===== src/rtl/vrf_wb_arbiter_pkg.sv =====
// Shared widths and the write-request record for the vector register file write-back path.
package vrf_pkg;

  localparam int VRF_DATA_W   = 256;
  localparam int VRF_ADDR_W   = 5;
  localparam int VRF_NUM_REGS = 32;

  typedef struct packed {
    logic [VRF_ADDR_W-1:0] addr;
    logic [VRF_DATA_W-1:0] data;
  } vrf_wr_req_t;

endpackage


===== src/rtl/vrf_wb_arbiter_rr_arbiter.sv =====
// Round-robin grant: scans req_i upward from ptr_i (wrapping) and grants the first set bit.
module rr_arbiter #(
  parameter int NUM_REQ = 3,
  localparam int IDX_W = (NUM_REQ > 1) ? $clog2(NUM_REQ) : 1
) (
  input  logic [NUM_REQ-1:0] req_i,
  input  logic [IDX_W-1:0]   ptr_i,
  output logic [NUM_REQ-1:0] gnt_o,
  output logic [IDX_W-1:0]   gnt_idx_o,
  output logic               gnt_valid_o
);

  int idx;

  always_comb begin
    gnt_o       = '0;
    gnt_idx_o   = '0;
    gnt_valid_o = 1'b0;
    idx         = 0;
    for (int k = 0; k < NUM_REQ; k++) begin
      idx = int'(ptr_i) + k;
      if (idx >= NUM_REQ) idx = idx - NUM_REQ;
      if (!gnt_valid_o && req_i[idx]) begin
        gnt_valid_o = 1'b1;
        gnt_o[idx]  = 1'b1;
        gnt_idx_o   = IDX_W'(idx);
      end
    end
  end

endmodule


===== src/rtl/vrf_wb_arbiter.sv =====
// Round-robin write-back arbiter driving the single VRF write port (we3/a3/wd3).
// Optional busy bitmap of reserved destinations is built when VRF_WB_SCOREBOARD_EN is defined.
module vrf_wb_arbiter
  import vrf_pkg::*;
#(
  parameter int NUM_REQ = 3,
  parameter int DATA_W  = VRF_DATA_W,
  parameter int ADDR_W  = VRF_ADDR_W
) (
  input  logic                      clk,
  input  logic                      rst,
  input  logic                      stall,
  input  logic [NUM_REQ-1:0]        req_valid,
  input  logic [NUM_REQ*ADDR_W-1:0] req_addr,
  input  logic [NUM_REQ*DATA_W-1:0] req_data,
  output logic [NUM_REQ-1:0]        req_ready,
  output logic                      we3,
  output logic [ADDR_W-1:0]         a3,
  output logic [DATA_W-1:0]         wd3,
  input  logic                      rsv_valid,
  input  logic [ADDR_W-1:0]         rsv_addr,
  output logic [(2**ADDR_W)-1:0]    busy
);

  localparam int IDX_W    = (NUM_REQ > 1) ? $clog2(NUM_REQ) : 1;
  localparam int NUM_REGS = 2**ADDR_W;

  logic [IDX_W-1:0]   ptr_q, ptr_d, gnt_idx;
  logic [NUM_REQ-1:0] req_masked, gnt;
  logic               gnt_valid, hs;
  logic [ADDR_W-1:0]  sel_addr, a3_q, a3_d;
  logic [DATA_W-1:0]  sel_data, wd3_q, wd3_d;
  logic               we3_q, we3_d;

  // Handshake: req_ready is a one-hot grant; a write is taken on a cycle where
  // req_valid[i] & req_ready[i]; the requester holds addr/data until then.
  assign req_masked = stall ? '0 : req_valid;

  rr_arbiter #(.NUM_REQ(NUM_REQ)) u_rr (
    .req_i       (req_masked),
    .ptr_i       (ptr_q),
    .gnt_o       (gnt),
    .gnt_idx_o   (gnt_idx),
    .gnt_valid_o (gnt_valid)
  );

  assign req_ready = rst ? gnt : '0;
  assign hs        = rst & gnt_valid;

  always_comb begin
    sel_addr = '0;
    sel_data = '0;
    for (int i = 0; i < NUM_REQ; i++) begin
      if (gnt[i]) begin
        sel_addr = req_addr[i*ADDR_W +: ADDR_W];
        sel_data = req_data[i*DATA_W +: DATA_W];
      end
    end
  end

  // r0 writes are consumed (pointer moves) but never reach the register file.
  always_comb begin
    we3_d = hs && (sel_addr != '0);
    a3_d  = we3_d ? sel_addr : a3_q;
    wd3_d = we3_d ? sel_data : wd3_q;
    ptr_d = ptr_q;
    if (hs) ptr_d = (gnt_idx == IDX_W'(NUM_REQ - 1)) ? '0 : gnt_idx + 1'b1;
  end

  always_ff @(posedge clk or negedge rst) begin
    if (!rst) begin
      we3_q <= 1'b0;
      a3_q  <= '0;
      wd3_q <= '0;
      ptr_q <= '0;
    end else begin
      we3_q <= we3_d;
      a3_q  <= a3_d;
      wd3_q <= wd3_d;
      ptr_q <= ptr_d;
    end
  end

  assign we3 = we3_q;
  assign a3  = a3_q;
  assign wd3 = wd3_q;

`ifdef VRF_WB_SCOREBOARD_EN
  logic [NUM_REGS-1:0] busy_q, busy_d;

  // Clear for the write leaving the port this edge; a same-address reserve wins.
  always_comb begin
    busy_d = busy_q;
    if (we3_q) busy_d[a3_q] = 1'b0;
    if (rsv_valid && (rsv_addr != '0)) busy_d[rsv_addr] = 1'b1;
  end

  always_ff @(posedge clk or negedge rst) begin
    if (!rst) busy_q <= '0;
    else      busy_q <= busy_d;
  end

  assign busy = busy_q;
`else
  logic unused_rsv;
  assign unused_rsv = ^{rsv_valid, rsv_addr};
  assign busy       = '0;
`endif

endmodule

===== config.mk =====
export PLATFORM = sky130hd
export DESIGN_NAME = vrf_wb_arbiter
export DESIGN_NICKNAME = d
export VERILOG_FILES = /design/src/rtl/vrf_wb_arbiter_pkg.sv /design/src/rtl/vrf_wb_arbiter_rr_arbiter.sv /design/src/rtl/vrf_wb_arbiter.sv
export SDC_FILE = /design/constraint.sdc
export NUM_CORES = 1
export LEC_CHECK = 0
export ABC_AREA = 1
export CAP_MARGIN = 20
export CORE_AREA = 5 5 427 429
export DETAILED_ROUTE_END_ITERATION = 7
export DIE_AREA = 0 0 432 434
export PLACE_DENSITY = 0.4
export SETUP_SLACK_MARGIN = 0.3
export SYNTH_ARGS = -nofsm -noshare
export SYNTH_HDL_FRONTEND = slang
export SYNTH_SLANG_ARGS = --single-unit

===== constraint.sdc =====
create_clock -name clk -period 2.95 [get_ports clk]
set_input_delay 0.59 -clock clk [delete_from_list [all_inputs] [get_ports clk]]
set_output_delay 0.59 -clock clk [all_outputs]
set_load 0.01 [all_outputs]

==> flow_summary.ini <==
[run_status]
status = complete, but fails checks
violations = setup timing

[place]
gp_congestion = 0.857
post-dp-hpwl_mm = 119
numPortBuffers = 1053
dp_slack_ns = -0.831

[synthesis]
syn_avg_cell_area_um2 = 6.66
synth_cell_types = 24
synth-xor-area-share_pct = 0
synth-simple-area-share_pct = 34.0
synth_area_leaders = dfrtp_1, nand2_1, a21oi_1
yosys_warnings = 0
synth_mux_area_share_pct = 0
postSynthCellCount = 2416
synth_compound_area_share_pct = 16.4
synth-main-ff-cell = dfrtp_1
yosys.area_share.adder_pct = 0.311
yosysSeqAreaShare_pct = 41.0
synth_top_family_by_area = simple AND/OR/NAND/NOR gates
synth_seq_cells = 264
synth_most_common_cell = nand2_1
syn_area_mm2 = 0.0161
synth_top_area_share_pct = 41.0
yosysTopAreaCell = dfrtp_1
synth_edf_count = 0
synthArstFlopShare_pct = 100
synth_commonest_cells = nand2_1, a21oi_1, nand3_1

[worst_setup_path]
worstPathMaxFanout = 13
rr_startpoint = ptr_q[0]$_DFFE_PN0P_
rr_worst_depth = 21
crit_path_frequent_cell = buf_6
critPathLaunchType = register
slowest_stage = dfrtp_1
critPathRequiredTime_ns = 3.45
max_stage_delay_ns = 0.39
end_kind = register
critical_path_arrival_ns = 3.65
worstPathCellList = inv_2 -> ha_4 -> buf_4 -> nand3_1 -> nand2_2 -> nand4_1 -> nand2_8 -> inv_8 -> buf_6 -> or2_0 -> nand2_1 -> nand2_2 -> buf_6 -> inv_6 -> nand2_8 -> buf_6 -> buf_12 -> buf_12 -> buf_16 -> nand3_2 -> nand2_1
worstSetupPathType = register to register
reg2reg_slack_ns = -0.20
r2r_end = wd3[200]$_DFFE_PN0P_

[sta]
worst_slack_ns = -0.199
finClkSkew_ns = 0.0253
final.min_clock_period_ns = 3.15
tightest_slew_ns = 0.846
rsz0062_at_grt = true
holdWs_ns = 0.374
slew_headroom_pct = 43.6
fin_crit_sh_pct = 107
setup_viol = 256
hold_viol_final = 0
drv_slew = 0
fmax_mhz = 318

[clocking]
postCtsHoldBufs = 0
clk_path_buf_depth = 3
clk_pin_slew_ns = 0.07
htreeDepth = 2
cts_buffers = 41
cts-root-buf = clkbuf_16
clock-sinks = 264
clkLatencyLatePin_ns = 0.63
cts_tree = done

[floorplanning]
ios = 1092
die_y_um = 434
dieArea_mm2 = 0.187
coreArea_mm2 = 0.178
die_w_um = 432
start_util_pct = 9.05
rows = 155

[global_routing]
track_usage_pct = 15.8
overflow = 0
grt_pass1_vias = 23000
grt_pass1_wl_mm = 202
grt_max_degree = 115
antenna_found_initial = 41

[finish]
fin_nets = 4471
drive_gt1_share_pct = 21.4
syn_to_final_growth_pct = 128
fillers = 19800

[power]
p_per_area_mw_per_mm2 = 1350
ir_drop_v = 0.000703
p_leak_nw = 15.5
power_mw = 49.4

[routing]
wirelength_mm = 157
viasPerCell = 3.70
first_iter_violations = 1380
detail_route.first_pass.iterations = 5
wl_per_cell_um = 25.8
vias = 22500
ant_nets = 0
drc = 0

[flow_run]
maxCapViolCount = 0

[worst_hold_path]
hp-class = input port to asynchronous set/reset pin
-- flip-flops by register name, summed over array words and instances, names as in the netlist --
register and count:
wd3 256, a3 5, ptr_q 2, we3 1
-- worst max-delay path by stage --
stage	startpoint	to	slack, ns
after floorplan	ptr_q[0]$_DFFE_PN0P_	req_ready[2]	0.35
after global placement	stall	wd3[108]$_DFFE_PN0P_	-0.93
after detailed placement	stall	wd3[108]$_DFFE_PN0P_	-0.83
after CTS	ptr_q[1]$_DFFE_PN0P_	req_ready[2]	-0.19
after global routing	ptr_q[0]$_DFFE_PN0P_	wd3[243]$_DFFE_PN0P_	-0.35
final	ptr_q[0]$_DFFE_PN0P_	wd3[200]$_DFFE_PN0P_	-0.20
-- per-layer routing --
metal	track usage [%]	wire [µm]
met2	27.5	79500
met1	18.0	60100
met3	4.63	11600
met5	0	69
met4	6.21	5840
-- cells in the final DEF (no fill, tap or decap), drive strengths merged --
| cell type | Yosys | layout |
|---|---|---|
| clkinvlp | 0 | 2 |
| o22ai | 1 | 1 |
| nand3 | 273 | 273 |
| nand2 | 817 | 817 |
| or2 | 4 | 4 |
| o21ai | 3 | 3 |
| ha | 4 | 4 |
| clkinv | 0 | 8 |
| inv | 27 | 28 |
| a21oi | 519 | 519 |
| dfrtp | 264 | 264 |
| clkdlybuf4s50 | 0 | 1049 |
| nand4 | 2 | 2 |
| conb | 1 | 32 |
| nor2 | 268 | 268 |
| o2111ai | 1 | 1 |
| clkbuf | 78 | 61 |
| buf | 153 | 350 |
| diode | 0 | 26 |
| bufbuf | 0 | 10 |
| bufinv | 0 | 3 |
| o21bai | 1 | 1 |
-- through the flow --
step                TNS [ns]  std cells  utilization (%)  instance area (µm²)
global placement     -152.76       5834             17.2                30600
global route          -67.72       6078             20.6                36600
finish                -28.84       6081             20.6                36700
floorplan                  0       2447                -                16200
CTS                   -26.70       6034             19.8                35300
detailed placement   -139.49       5834             17.2                30600
-- critical path: cells and delay by family, from the launching register on --
kind | cells | cell delay, ns
simple gates | 10 | 1.22
flops | 1 | 0.39
buf+inv | 10 | 1.13
fa+ha+maj | 1 | 0.29
-- kinds of logic after synthesis --
kind of cell,count (synthesis)
and+or+nand+nor,1364
AOI/OAI and AO/OA,525
DFF,264
buffers and inverters,258
adders and majority gates,4
other,1
-- layout make-up --
class                      count  area [µm²]  area share (%)
inverter                      27         129           0.352
antenna                       26        65.1           0.177
clock inverter                14         176           0.481
clock buffer                  57        1230            3.35
tap                         2355        2950            8.04
multi-input combinational   1925        9750            26.6
sequential                   264        6610            18.0
timing repair buffer        1413       15800            43.0
-- repair_timing --
action	in CTS	in global routing
pin swaps	40	64
cloned	50	5
setup endpoints to repair	265	265
gates resized for setup	271	337
setup buffers	79	16
-- report_power, final --
part | switching (mW) | internal [mW] | total (mW) | leakage, nW
sequential | 1.15 | 4.99 | 6.15 | 3.46
combinational | 20.0 | 17.9 | 37.9 | 11.3
clock | 2.14 | 3.16 | 5.30 | 0.694
Note: power is estimated with default switching activity, not from simulation.
==> RTL edit (same settings) <==
Change the package constant `VRF_ADDR_W` from 5 to 6.
--- a/src/rtl/vrf_wb_arbiter_pkg.sv
+++ b/src/rtl/vrf_wb_arbiter_pkg.sv
@@ -3,5 +3,5 @@
 
   localparam int VRF_DATA_W   = 256;
-  localparam int VRF_ADDR_W   = 5;
+  localparam int VRF_ADDR_W   = 6;
   localparam int VRF_NUM_REGS = 32;
 
Interface: changed (resized a3, busy, req_addr and rsv_addr); port bits go from 1092 to 1129. The function was not compared with the original's and may differ.
==> RTL edit against the original RTL <==
The flow still finishes with violations (setup timing); count of clock-buffer cells in the layout grew 3; worst setup slack gained 0.047 ns; sequential power shrank 2%; clock skew shrank 0.0083 ns; final area shrank 6.2%; power shrank 8.4%; wire length grew 3.7%; first-iteration DRC count grew 18%; synthesized cell count grew 2.8%; sequential cell count grew 1; synthesized area grew 3.8%; critical path type unchanged.
==> RTL edit: results (changes against the original RTL) <==
The synthesized instance count came to 2,483 (was 2,416). The global-route wire length before repair came out at 211.2 mm (was 202.4 mm). The layout net count is 4,431 (was 4,471). The critical register-to-register path endpoint is wd3[69]$_DFFE_PN0P_ (was wd3[200]$_DFFE_PN0P_). The compound-cell area share of the yosys netlist is 15.77% (was 16.39%). The sum of negative setup slack came out at -25.44 ns (was -28.84 ns). The proportion of layout cells with a drive suffix above 1 came out at 12.77% (was 21.35%). The count of final setup violators came out at 263 (was 256). The arrival time at the worst endpoint came out at 3.61 ns (was 3.65 ns). The total placed instance area is 0.03137 mm2 (was 0.03062 mm2). Outcome: finished, violations left (unchanged). The number of inserted filler cells in the final layout is 20,003 (was 19,835).

Top cells by area, synth: sky130_fd_sc_hd__dfrtp_1 (40%), sky130_fd_sc_hd__nand3_1 (16%), sky130_fd_sc_hd__a21oi_1 (15%), sky130_fd_sc_hd__nand2_1 (13%), sky130_fd_sc_hd__nor2_1 (6.1%) (was sky130_fd_sc_hd__dfrtp_1 (41%), sky130_fd_sc_hd__nand2_1 (19%), sky130_fd_sc_hd__a21oi_1 (16%), sky130_fd_sc_hd__nand3_1 (8.5%), sky130_fd_sc_hd__nor2_1 (6.2%)). The sequential cell area fraction in the yosys report is 39.68% (was 41.03%). The final estimated routing congestion in global placement came out at 0.9180 (was 0.8569). The largest driver fanout on the critical path is 27 (was 13). The number of I/O port buffers is 1,057 (was 1,053). The number of antenna violations at the first check in global routing came to 53 (was 41). The maximum vdd ir drop came to 0.0005436 V (was 0.0007027 V). The total vias in the final route came out at 23,078 (was 22,521). The final critical-path setup slack is -0.1525 ns (was -0.1992 ns). The remaining max-slew budget at the tightest pin came to 24.67% (was 43.61%). The cell count of the worst reg-to-reg path is 19 (was 21). The number of design-rule violations left by the first detailed-router iteration is 1,623 (was 1,380).

Failing checks: setup timing (unchanged). The overall global routing resource usage came out at 16.32% (was 15.75%). The post-DP HPWL is 129.2 mm (was 118.8 mm).

The leakage power total came out at 0.01444 uW (was 0.01545 uW). The number of cells after detailed placement is 5,884 (was 5,834). The largest net degree at the start of global routing is 128 (was 115). The startpoint of the worst setup timing path is ptr_q[1]$_DFFE_PN0P_ (was ptr_q[0]$_DFFE_PN0P_).
[RTL edit: changes by cell type in the layout (fill, tap and decap cells not counted), sizes merged, moves of 8 or more]
cell,unedited run,this run
diode,26,18
conb,32,64
buf,350,268
nand2,817,566
nand3,273,532
[RTL edit: cell type report]
type | instances | area [um2] | share of cell area (%)
Inverter | 19 | 86.33 | 0.2512
Clock inverter | 13 | 151.4 | 0.4404
Clock buffer | 60 | 1207 | 3.513
Timing Repair Buffer | 1330 | 13950 | 40.59
Sequential cell | 265 | 6633 | 19.30
Antenna cell | 18 | 45.04 | 0.1310
Multi-Input combinational cell | 1971 | 9350 | 27.20
Tap cell | 2355 | 2947 | 8.572
[RTL edit: kinds of logic after synthesis]
logic type,count (synthesis)
AOI/OAI and AO/OA,523
other,1
DFF,265
buffers and inverters,311
and+or+nand+nor,1379
adders and majority gates,4
[RTL edit: repair_timing]
item | CTS | global route
cloned | 13 | 5
hold buffers | 1 | 0
gates resized for setup | 121 | 100
buffers inserted | 24 | 13
endpoints found under the setup margin | 266 | 266
pin swaps | 14 | 24
hold endpoints to repair | 5 | 0
[RTL edit: metrics by stage]
stage	setup WS, ns	power [uW]
finish	-0.1525	45210
floorplan	0.3060	19230
global placement	-1.049	36380
CTS	-0.2175	44690
detailed placement	-1.039	36210
global route	-0.3065	48330
[RTL edit: per-layer routing]
metal	track usage (%)	wire length [um]
met1	20.44	68150
met2	27.18	77760
met3	5.679	13790
met4	3.242	3097
met5	0	148
[RTL edit: where the power goes]
group          internal, uW  leakage (uW)  total (uW)  switching [uW]
combinational         14000        0.0103       33900           19900
sequential             5060       0.00347        6050             988
clock                  3090      0.000677        5230            2140
[RTL edit: critical path, cell delays in order, from the launching register on]
cell,delay [ns]
sky130_fd_sc_hd__dfrtp_2,0.44
sky130_fd_sc_hd__ha_4,0.31
sky130_fd_sc_hd__inv_4,0.04
sky130_fd_sc_hd__buf_6,0.11
sky130_fd_sc_hd__a21oi_4,0.22
sky130_fd_sc_hd__nand3_2,0.14
sky130_fd_sc_hd__nor2_4,0.14
sky130_fd_sc_hd__nor2_4,0.05
sky130_fd_sc_hd__buf_12,0.14
sky130_fd_sc_hd__or2_2,0.28
sky130_fd_sc_hd__nand2_2,0.08
sky130_fd_sc_hd__nand2_2,0.06
sky130_fd_sc_hd__inv_2,0.06
sky130_fd_sc_hd__nand3_4,0.09
sky130_fd_sc_hd__buf_12,0.15
sky130_fd_sc_hd__buf_12,0.12
sky130_fd_sc_hd__buf_12,0.15
sky130_fd_sc_hd__buf_16,0.18
sky130_fd_sc_hd__nand3_1,0.10
sky130_fd_sc_hd__nand2_1,0.06
